`config.mk`:
```
export PLATFORM = sky130hd
export DESIGN_NAME = uart_rx_fifo
export DESIGN_NICKNAME = d
export VERILOG_FILES = /design/src/rtl/uart_rx_fifo_pkg.sv /design/src/rtl/rx_byte_fifo.sv /design/src/rtl/uart_rx_fifo.sv
export SDC_FILE = /design/constraint.sdc
export NUM_CORES = 1
export LEC_CHECK = 0
export ABC_AREA = 1
export CAP_MARGIN = 5
export CORE_ASPECT_RATIO = 0.7
export CORE_MARGIN = 1.5
export CORE_UTILIZATION = 40
export DETAILED_ROUTE_END_ITERATION = 8
export PLACE_DENSITY = 0.64
export SLEW_MARGIN = 20
export SYNTH_ARGS = -nofsm -noshare
export SYNTH_HDL_FRONTEND = slang
export SYNTH_SLANG_ARGS = --single-unit
export TNS_END_PERCENT = 10
```
`constraint.sdc`:
```
create_clock -name clk -period 4.7 [get_ports clk]
set_clock_uncertainty 0.05 [all_clocks]
set_input_delay 0.94 -clock clk [delete_from_list [all_inputs] [get_ports clk]]
set_output_delay 0.94 -clock clk [all_outputs]
set_load 0.005 [all_outputs]
```
`src/rtl/uart_rx_fifo_pkg.sv`:
```
// rtl/uart_rx_fifo_pkg.sv - shared receiver state encoding and parity constants
package uart_rx_fifo_pkg;

  typedef enum logic [2:0] {
    ST_IDLE  = 3'd0,
    ST_START = 3'd1,
    ST_DATA  = 3'd2,
    ST_PAR   = 3'd3,
    ST_STOP  = 3'd4
  } rx_state_t;

  localparam int PARITY_NONE = 0;
  localparam int PARITY_ODD  = 1;
  localparam int PARITY_EVEN = 2;

  // ones_odd is the XOR over data plus the received parity bit
  function automatic logic parity_bad(input int mode, input logic ones_odd);
    return (mode == PARITY_ODD) ? ~ones_odd : ones_odd;
  endfunction

endpackage

```
`src/rtl/rx_byte_fifo.sv`:
```
// rtl/rx_byte_fifo.sv - first-word-fall-through receive FIFO, power-of-two depth
module rx_byte_fifo #(
  parameter int WIDTH = 8,
  parameter int DEPTH = 16
) (
  input  logic                     i_clk,
  input  logic                     i_reset_n,
  input  logic                     i_wr_en,
  input  logic [WIDTH-1:0]         i_wr_data,
  input  logic                     i_rd_en,
  output logic [WIDTH-1:0]         o_rd_data,
  output logic                     o_empty,
  output logic                     o_full,
  output logic [$clog2(DEPTH):0]   o_count
);

  localparam int AW = $clog2(DEPTH);

  logic [WIDTH-1:0] r_mem [DEPTH];
  logic [AW-1:0]    r_wr_ptr;
  logic [AW-1:0]    r_rd_ptr;
  logic [AW:0]      r_count;
  logic             w_push;
  logic             w_pop;

  assign o_empty = (r_count == '0);
  assign o_full  = r_count[AW];
  assign w_pop   = i_rd_en & ~o_empty;
  // A pop frees the slot this same cycle, so a full FIFO can still accept
  assign w_push  = i_wr_en & (~o_full | w_pop);

  always_ff @(posedge i_clk) begin
    if (!i_reset_n) begin
      r_wr_ptr <= '0;
      r_rd_ptr <= '0;
      r_count  <= '0;
    end else begin
      if (w_push) r_wr_ptr <= r_wr_ptr + 1'b1;
      if (w_pop)  r_rd_ptr <= r_rd_ptr + 1'b1;
      case ({w_push, w_pop})
        2'b10:   r_count <= r_count + 1'b1;
        2'b01:   r_count <= r_count - 1'b1;
        default: r_count <= r_count;
      endcase
    end
  end

  always_ff @(posedge i_clk) begin
    if (w_push) r_mem[r_wr_ptr] <= i_wr_data;
  end

  assign o_rd_data = o_empty ? '0 : r_mem[r_rd_ptr];
  assign o_count   = r_count;

endmodule

```
`src/rtl/uart_rx_fifo.sv`:
```
// rtl/uart_rx_fifo.sv - oversampling UART receiver feeding a byte FIFO with sticky error flags
module uart_rx_fifo
  import uart_rx_fifo_pkg::*;
#(
  parameter int BAUD_VAL   = 868,
  parameter int DATA_BITS  = 8,
  parameter int PARITY     = 0,
  parameter int STOP_BITS  = 1,
  parameter int FIFO_DEPTH = 16
) (
  input  logic                          clk,
  input  logic                          reset,
  input  logic                          rx,
  input  logic                          rd_en,
  input  logic                          err_clr,
  output logic [DATA_BITS-1:0]          data,
  output logic                          data_valid,
  output logic [$clog2(FIFO_DEPTH):0]   fifo_count,
  output logic                          frame_err,
  output logic                          parity_err,
  output logic                          overrun,
  output logic                          busy
);

  localparam logic [15:0] CNT_FULL = 16'(BAUD_VAL - 1);
  localparam logic [15:0] CNT_HALF = 16'(BAUD_VAL / 2 - 1);

  rx_state_t              r_state;
  rx_state_t              w_next_state;
  logic                   r_rx_meta;
  logic                   r_rx_sync;
  logic                   r_rx_prev;
  logic [1:0]             r_sync_fill;
  logic [15:0]            r_cnt;
  logic [3:0]             r_bit_idx;
  logic                   r_stop_idx;
  logic [DATA_BITS-1:0]   r_shift;
  logic                   r_par_bad;
  logic                   r_stop_bad;
  logic                   r_frame_err;
  logic                   r_parity_err;
  logic                   r_overrun;

  logic w_fall;
  logic w_tick;
  logic w_last_bit;
  logic w_last_stop;
  logic w_frame_done;
  logic w_stop_bad;
  logic w_good;
  logic w_frame_err_set;
  logic w_parity_err_set;
  logic w_overrun_set;
  logic w_fifo_full;
  logic w_fifo_empty;

  // r_sync_fill marks when r_rx_sync holds a real line sample; a line
  // already low at reset release must not look like a falling edge
  always_ff @(posedge clk) begin
    if (!reset) begin
      r_rx_meta   <= 1'b1;
      r_rx_sync   <= 1'b1;
      r_rx_prev   <= 1'b0;
      r_sync_fill <= 2'b00;
    end else begin
      r_rx_meta   <= rx;
      r_rx_sync   <= r_rx_meta;
      r_sync_fill <= {r_sync_fill[0], 1'b1};
      r_rx_prev   <= r_rx_sync & r_sync_fill[1];
    end
  end

  assign w_fall      = r_sync_fill[1] & r_rx_prev & ~r_rx_sync;
  assign w_tick      = (r_cnt == '0);
  assign w_last_bit  = (r_bit_idx == 4'(DATA_BITS - 1));
  assign w_last_stop = (STOP_BITS == 1) | r_stop_idx;

  always_ff @(posedge clk) begin
    if (!reset) r_state <= ST_IDLE;
    else        r_state <= w_next_state;
  end

  always_comb begin
    w_next_state = r_state;
    case (r_state)
      ST_IDLE:  if (w_fall) w_next_state = ST_START;
      ST_START: if (w_tick) w_next_state = r_rx_sync ? ST_IDLE : ST_DATA;
      ST_DATA:  if (w_tick && w_last_bit)
                  w_next_state = (PARITY != PARITY_NONE) ? ST_PAR : ST_STOP;
      ST_PAR:   if (w_tick) w_next_state = ST_STOP;
      ST_STOP:  if (w_tick && w_last_stop) w_next_state = ST_IDLE;
      default:  w_next_state = ST_IDLE;
    endcase
  end

  always_comb begin
    busy             = (r_state != ST_IDLE);
    w_frame_done     = (r_state == ST_STOP) & w_tick & w_last_stop;
    w_stop_bad       = r_stop_bad | ~r_rx_sync;
    w_good           = w_frame_done & ~w_stop_bad & ~r_par_bad;
    w_frame_err_set  = w_frame_done & w_stop_bad;
    w_parity_err_set = w_frame_done & r_par_bad;
    w_overrun_set    = w_good & w_fifo_full & ~rd_en;
  end

  always_ff @(posedge clk) begin
    if (!reset) begin
      r_cnt      <= '0;
      r_bit_idx  <= '0;
      r_stop_idx <= 1'b0;
      r_shift    <= '0;
      r_par_bad  <= 1'b0;
      r_stop_bad <= 1'b0;
    end else if (r_state == ST_IDLE) begin
      r_bit_idx  <= '0;
      r_stop_idx <= 1'b0;
      r_par_bad  <= 1'b0;
      r_stop_bad <= 1'b0;
      if (w_fall) r_cnt <= CNT_HALF;
    end else begin
      r_cnt <= w_tick ? CNT_FULL : r_cnt - 1'b1;
      if (w_tick) begin
        case (r_state)
          ST_DATA: begin
            r_shift   <= {r_rx_sync, r_shift[DATA_BITS-1:1]};
            r_bit_idx <= r_bit_idx + 1'b1;
          end
          ST_PAR:  r_par_bad <= parity_bad(PARITY, ^{r_rx_sync, r_shift});
          ST_STOP: begin
            r_stop_bad <= w_stop_bad;
            r_stop_idx <= ~r_stop_idx;
          end
          default: r_bit_idx <= '0;
        endcase
      end
    end
  end

  // A flag-setting event outranks a same-cycle clear
  always_ff @(posedge clk) begin
    if (!reset) begin
      r_frame_err  <= 1'b0;
      r_parity_err <= 1'b0;
      r_overrun    <= 1'b0;
    end else begin
      if (w_frame_err_set)  r_frame_err  <= 1'b1;
      else if (err_clr)     r_frame_err  <= 1'b0;
      if (w_parity_err_set) r_parity_err <= 1'b1;
      else if (err_clr)     r_parity_err <= 1'b0;
      if (w_overrun_set)    r_overrun    <= 1'b1;
      else if (err_clr)     r_overrun    <= 1'b0;
    end
  end

  rx_byte_fifo #(
    .WIDTH (DATA_BITS),
    .DEPTH (FIFO_DEPTH)
  ) u_fifo (
    .i_clk     (clk),
    .i_reset_n (reset),
    .i_wr_en   (w_good),
    .i_wr_data (r_shift),
    .i_rd_en   (rd_en),
    .o_rd_data (data),
    .o_empty   (w_fifo_empty),
    .o_full    (w_fifo_full),
    .o_count   (fifo_count)
  );

  assign data_valid = ~w_fifo_empty;
  assign frame_err  = r_frame_err;
  assign parity_err = r_parity_err;
  assign overrun    = r_overrun;

endmodule
```
==> reports/results.txt, run 1 <==
The first global-routing pass estimated 29730 um of wire. Die height: 121.8 um. The setup path with the least slack is of type flip-flop to output port. Cell with the most instances on the worst path: sky130_fd_sc_hd__a21oi_1. Entering global routing, the biggest net connects 65 pins. Clock tree synthesis selected as its root buffer the cell sky130_fd_sc_hd__clkbuf_16. The flow ran to the end, and the final reports show no timing, DRC or antenna violations. Across all layers, the routed design uses 5735 vias. The H-tree was split into 4 levels. The detailed-router iteration count before antenna repair was 5; the worst max-slew margin expressed relative to the limit was 30.12%. In the post-synthesis netlist, the biggest area contributors are sky130_fd_sc_hd__edfxtp_1 48%, sky130_fd_sc_hd__dfxtp_1 14%, sky130_fd_sc_hd__nand2_1 6.7%, sky130_fd_sc_hd__nor2_1 6.0%, sky130_fd_sc_hd__a21oi_1 4.0%. Counting flops with an async set or reset pin after synthesis yields a share of 0%.

In this run, CTS created clock tree buffers numbering 17. Across the VDD grid, the largest voltage drop is 0.2800 mV. The maximum operating frequency is 253.5 MHz.

The run gives 0 as the number of antenna diodes. The residual overflow from global routing is 0, and the logic depth of the worst register-to-register path is 17. Hold repair after CTS inserted 0 buffers. Peak per-stage delay on the critical path: 690 ps.

The sequential cell area was 0.005006 mm^2. The endpoint type of the worst setup path is an output port. The worst setup path is launched from a flip-flop. The floorplan has 43 rows. The synthesized design contains 128 enable-type register cells.

Leading area contributor after synthesis: sky130_fd_sc_hd__edfxtp_1. Of the post-synthesis cell area, the dominant cell type holds 47.64%. The hold path depth came out at 2. After detailed routing, the total wire length is 18640 um. The violation count after the first detailed-routing iteration is 587, and the mean instance size in the synthesized netlist is 9.901 um^2. The logic depth of the worst setup path including buffers works out to 5. The detail-routed via count per cell is 5.130, and the area growth from synthesis to layout is 13.57%. The cell area that synthesis handed to floorplanning was 0.008069 mm^2. The run gives 2950 ps as the endpoint arrival time on the critical path. The number of nets produced by synthesis was 830; the sequential share of the synthesized area was 62.03%. The area of combinational cells with multiple inputs came out at 0.002709 mm^2.

Global router's overall resource usage: 18.52%. The tools report the total half-perimeter wirelength after legalization and detailed placement as 11930 um. Standard cell with the maximum stage delay on the critical path: sky130_fd_sc_hd__clkinv_1. The count of final hold-check violations came out at 0. Setup repair after global routing left no endpoint under its margin.

The tools report the floorplan die area as 0.02105 mm^2. The total chip power was 5453 uW. The region available for standard cell placement spans 0.01980 mm^2. The floorplan step set the die width to 172.8 um. The total power density per cell area came out at 595.1 mW/mm^2. The commonest non-fill, non-tap cell in the layout is sky130_fd_sc_hd__nand2_1. The library cells used most frequently in the layout, excluding fill and tap cells, are 145 x sky130_fd_sc_hd__nand2_1, 130 x sky130_fd_sc_hd__nor2_1, 128 x sky130_fd_sc_hd__edfxtp_1, 65 x sky130_fd_sc_hd__a21oi_1, 59 x sky130_fd_sc_hd__o21ai_0. After synthesis the netlist holds a flip-flop and latch count of 186. Final-report max-slew violation count: 0. For this run, the number of Yosys warnings is 0. The signal on the critical path passes through clkinv_1 > a21oi_1 > o31ai_1 > a21oi_1 > clkdlybuf4s50_1. In the final routed layout, each cell accounts on average for 16.68 um. The period utilization was 83.93%; the buffer depth of the longest clock path was 2.

The run gives 430 ps as the clock latency on the worst-skew pair. The run gives 0 as the initial antenna violation count. The tightest min-delay check is of the flip-flop to flip-flop type. The critical path contains buffers and inverters numbering 2 combined.

In the routed design, unresolved DRC markers number 0. On the critical path the largest part of the delay comes from buffers and inverters. Synthesis produced 815 cells. The via count of the first global-routing pass came out at 5323. Fill cells in the final layout number 1885.

The max-capacitance violation count is 0, and the transition at the pin with the smallest max-transition slack is 1044 ps. Of the cells placed in the final design, the portion with a size suffix greater than 1 is 8.608%. TritonCTS built the clock tree. Input and output buffers added on the ports amount to 22. Of all nets on the critical path, the largest fanout is 18. For the number of instances resized during post-cts repair, the log shows 0. The clock sink total was 186; the number of routed nets with antenna violations was 0.

After the last flow step, the layout net total stands at 850. Setup total negative slack on the finished layout was measured at 0 ps. The initial utilization of the core area, before any placement, comes to 40.75%. The count of distinct cell types in the synthesized netlist came out at 41. Setup violations remaining at the end of the flow were counted as 0. For this design the static power due to leakage is 0.003390 uW. For the last weighted congestion value of the routability-driven placer, the log shows 0.8207. After clock tree synthesis, the clock-pin slew on the worst setup and hold paths is 70 ps. For the number of primary I/O pins, the log shows 23. For this run, the leading register cell type out of synthesis is sky130_fd_sc_hd__edfxtp_1.

For the number of buffers added for setup after CTS, the log shows 0. Subtracting the final worst setup slack from the clock period gives 3945 ps. STA puts the critical path data required time at 3710 ps.
[cell usage after synthesis (all sizes together), types with 10 or more instances]
master,count
o21ai,64
edfxtp,128
o211ai,10
inv,52
nand2,154
clkbuf,16
dfxtp,58
nand3,51
nor2,138
a21oi,65
ha,10
xor2,11
buf,14
[cell type report]
| type | instances | area share (%) |
|---|---|---|
| clock buffers | 17 | 4.642 |
| inverters | 54 | 2.267 |
| repair buffers | 31 | 3.140 |
| clock inverters | 15 | 2.075 |
| well taps | 270 | 3.687 |
| flip-flops and latches | 186 | 54.63 |
| multi-input cells | 545 | 29.56 |
[per-stage QoR]
stage	setup WS [ps]	area (um^2)	hold WS (ps)	instances	util (%)
floorplan	2111	8069	340.5	815	-
detailed placement	1254	8548	348.2	1086	43.17
global route	569.1	9164	373.7	1118	46.28
finish	755.1	9164	363.5	1118	46.28
CTS	791.6	9164	364.1	1118	46.28
global placement	1373	8548	344.3	1086	43.17
[worst min-delay path, stage by stage (launching register included)]
cell and delay [ps]:
sky130_fd_sc_hd__dfxtp_1 310, sky130_fd_sc_hd__nand2_1 40, sky130_fd_sc_hd__inv_1 40
[state kept, by name, summed over array words and instances (netlist names), 2 cells and up, named ones only]
signal and cells:
r_cnt 16, u_fifo.r_mem 128, r_shift 8, r_bit_idx 4, u_fifo.r_wr_ptr 4, u_fifo.o_count 5
u_fifo.r_rd_ptr 4, r_state 3, r_sync_fill 2
[per-layer routing]
metal	track usage, %	part of all wire, %
met5	0	0
met2	26.86	43
met4	5.761	1.3
met1	27.40	51
met3	4.338	5.6
[kinds of logic (layout without fill, tap and decap cells)]
logic type / Yosys count / count (layout) / share of synthesized area [%]
AND/OR/NAND/NOR: 358 / 358 / 19.10
flip-flops: 186 / 186 / 62.03
AO/OA/AOI/OAI: 161 / 161 / 11.18
buffers and inverters: 84 / 117 / 4.404
XOR/XNOR: 16 / 16 / 1.737
adder cells (fa/ha/maj): 10 / 10 / 1.551
[power breakdown]
part | switching (uW) | internal, uW | total, uW
combinational | 1170 | 673 | 1840
clock | 644 | 850 | 1490
sequential | 195 | 1920 | 2120
[path summary, 6_finish.rpt]
check,start,end,slack [ps]
setup reg to reg,r_cnt[0],u_fifo.o_count[4],1960
setup / recovery,flip-flop,data[2],760
hold reg to reg,r_sync_fill[0],r_sync_fill[1],360
hold / removal,r_sync_fill[0],r_sync_fill[1],360
Power figures use the tool's default switching activity.
==> run 2: changes to the inputs <==
--- a/config.mk
+++ b/config.mk
@@ -11,7 +11,7 @@
 export CORE_MARGIN = 1.5
 export CORE_UTILIZATION = 40
 export DETAILED_ROUTE_END_ITERATION = 8
-export PLACE_DENSITY = 0.64
+export PLACE_DENSITY = 0.66
 export SLEW_MARGIN = 20
 export SYNTH_ARGS = -nofsm -noshare
 export SYNTH_HDL_FRONTEND = slang
==> constraint.sdc (replaced) <==
create_clock -name clk -period 3.4 [get_ports clk]
set_clock_uncertainty 0.05 [all_clocks]
set_input_delay 0.68 -clock clk [delete_from_list [all_inputs] [get_ports clk]]
set_output_delay 0.68 -clock clk [all_outputs]
set_load 0.005 [all_outputs]
==> run 2 against run 1 <==
Worst setup slack got worse by 590 ps. Clock power is 34% higher. Sequential cell count is the same. Sequential share of layout area decreased by 0.80 points. Combinational power increased by 39%. Non-clock buffer count rose by 18. Global-route usage is 0.34 points lower. Worst hold slack improved by 7.7 ps. Critical endpoint is now data[7]. Largest cell class unchanged.
==> reports/results.txt, run 2 (synthesis gave the netlist of run 1 again) <==
The run finished with clean final reports. Walking the worst path, the cells encountered are buf_4 > o21ai_0 > o221ai_1 > nand3_1 > a21oi_1 > clkdlybuf4s50_1. For the clock sink total, the log shows 186 (unchanged). The global-route wire length before repair is 29270 um (-1.5%).

From synthesis to final layout, the design area changed by 15.30%. The proportion of power drawn by flip-flops and latches is 39.3% (+0.5 points), and the die height is 121.8 um (unchanged). The width of the chip was 172.8 um (unchanged). For the residual overflow from global routing, the log shows 0 (unchanged). The switching share of power was 37.25% (+0.39 points); the share of final-layout standard cells stronger than drive strength 1 was 10.51% (+1.9 points). The number of failing setup endpoints in the final timing report is 0 (unchanged). The tools report the via count of the first global-routing pass as 5460 (+2.6%). After layout, the worst path uses 95.03% of the clock period.

The clock period minus final worst setup slack is 3231 ps. The global router's overall resource usage is 18.19% (-0.34 points). For this run, the top clock speed supported by timing is 309.5 MHz. The logs give 0 (unchanged) for the number of antenna diodes and 4 (unchanged) for the total number of H-tree levels. The initial standard-cell utilization of the core is 40.75% (unchanged).

For this design, the slowest cell found on the critical path is sky130_fd_sc_hd__clkdlybuf4s50_1. The setup slack of the most critical reg-to-reg path was 760 ps (-1200 ps); the flip-flop count of the largest register after layout was 128 (unchanged). The clock group share of total power came out at 26.7% (-0.7 points). The number of CTS-inserted buffers is 17 (unchanged). The endpoint arrival time on the critical path is 2500 ps (-450 ps), and the last weighted congestion value of the routability-driven placer is 0.8738 (+6.5%). The smallest hold slack was 371.2 ps (+7.720 ps); the clock-pin transition on the worst setup and hold timing paths was 70 ps (about the same).

The clock latency on the worst-skew pair came out at 440 ps (about the same). The run gives 868 (+2.1%) as the final-stage net count. STA classifies the critical path endpoint as an output port. The logs give 5 (unchanged) for the detailed-router iteration count before antenna repair and 43 (unchanged) for the number of core rows. The transition at the pin with the smallest max-transition slack was 830.5 ps (-213.9 ps); the worst supply voltage drop on vdd was 0.4459 mV (+59%).

The floorplan die area came out at 0.02105 mm^2 (unchanged). The detail-routed via count per cell was 5.107 (-0.45%); the static power due to leakage was 0.003489 uW (+2.9%). The run gives 0 ps (unchanged) as the setup TNS. Fill cell total of the finished layout: 1860 (-1.3%). The largest registers in the layout are u_fifo.r_mem (128), r_cnt (16), r_shift (8). The count of final hold-check violations was 0 (unchanged). The critical path data required time came out at 2670 ps (-1040 ps). The tools report the max-capacitance violation count as 0 (unchanged). TritonCTS built the clock tree. The final-report max-slew violation count came out at 0 (unchanged).

The most flop-heavy register is u_fifo.r_mem. Setup repair after global routing left no endpoint under its margin. Peak per-stage delay on the critical path: 540 ps (-150 ps). The tools report the violation count after the first detailed-routing iteration as 703 (+20%). The total power density per cell area was 806.8 mW/mm^2 (+36%); the area of the core region was 0.01980 mm^2 (unchanged). Critical path startpoint category: a flip-flop. The largest net degree at the start of global routing was 46 (-29%); the worst max-slew margin expressed relative to the limit was 44.56% (+14 points). The type of the setup path with the least slack is flip-flop to output port. The net switching power is 2796 uW (+39%).

The number of DRC violations after detailed routing came out at 0 (unchanged). The number of routed nets with antenna violations came out at 0 (unchanged). In the layout the commonest cells are 145 x sky130_fd_sc_hd__nand2_1, 130 x sky130_fd_sc_hd__nor2_1, 128 x sky130_fd_sc_hd__edfxtp_1, 65 x sky130_fd_sc_hd__a21oi_1, 59 x sky130_fd_sc_hd__o21ai_0.

The commonest non-fill, non-tap cell in the layout was sky130_fd_sc_hd__nand2_1. Routed wire length: 18180 um (-2.5%). The tree is rooted in a sky130_fd_sc_hd__clkbuf_16. The cell-internal power is 4710 uW (+37%), and the number of port buffers is 22 (unchanged).

The run gives 11820 um (-0.92%) as the total half-perimeter wirelength after legalization and detailed placement. In this run the worst hold path is classified as flip-flop to flip-flop. For the via total after detailed routing, the log shows 5801 (+1.2%).

The routed length per placed instance was 16.00 um (-4.0%). The highest fanout seen on the critical path was 32 (+14); the buffer depth of the longest clock path was 2 (unchanged). For the initial antenna violation count, the log shows 0 (unchanged). For the number of primary I/O pins, the log shows 23 (unchanged). For the fraction of power consumed by combinational cells, the log shows 34.1% (+0.3 points).
## run 2: cell types whose count changed in the layout (fill, tap and decap cells not counted), sizes merged
| cell | previous run | this run |
|---|---|---|
| clkbuf | 17 | 21 |
| buf | 9 | 27 |
| bufinv | 3 | 0 |
| clkinv | 7 | 4 |
| inv | 57 | 59 |
## run 2: routing by layer
| metal | track usage, % | routed length (um) | share of wire, % | vias up |
|---|---|---|---|---|
| met5 | 0 | 0 | 0 | - |
| met4 | 5.761 | 208 | 1.1 | 0 |
| met3 | 4.338 | 1217 | 6.7 | 14 |
| met2 | 28.00 | 7949 | 44 | 169 |
| met1 | 25.51 | 8801 | 48 | 2749 |
| li1 | - | - | - | 2869 |
## run 2: final timing paths
path,startpoint,to,cells past startpoint
min,r_rx_meta,r_rx_sync,1
min reg2reg,r_rx_meta,r_rx_sync,1
max reg2reg,r_cnt[0],u_fifo.o_count[4],17
max,flip-flop,data[7],6
## run 2: timing repair
item	CTS	global route
setup endpoints to repair	0	8
hold buffers	0	0
resized for setup	0	1
buffers inserted	0	0
## run 2: power groups by stage
stage / clock network (uW) / registers, uW / logic, uW
after floorplan: 0 / 2860 / 1830
after global placement: 0 / 2990 / 2530
after detailed placement: 0 / 2990 / 2540
after CTS: 2030 / 2940 / 2550
after global routing: 2110 / 2990 / 2900
final: 2000 / 2950 / 2560
## run 2: cell type report
cell class,count,area [um^2],area share [%]
Clock buffer,21,514.2,5.527
Clock inverter,11,91.34,0.9817
Inverter,54,207.7,2.232
Timing Repair Buffer,49,435.4,4.680
Sequential cell,186,5009,53.83
Multi-Input combinational cell,545,2709,29.12
Tap cell,270,337.8,3.631
## run 2: stage by stage
step	setup slack (ps)	area [um^2]	total power, uW	cells	utilization [%]
detailed placement	415.7	8696	5537	1104	43.92
global placement	468.8	8696	5517	1104	43.92
global route	3.134	9304	7998	1136	46.99
finish	169.0	9304	7506	1136	46.99
CTS	31.44	9301	7521	1136	46.98
floorplan	976.6	8069	4689	815	-
## run 2: worst max-delay path: cells and delay by family (launching register included)
kind | cells | cell delay [ps]
AOI/OAI and AO/OA | 3 | 710
buffers and inverters | 2 | 890
DFF | 1 | 330
and+or+nand+nor | 1 | 120
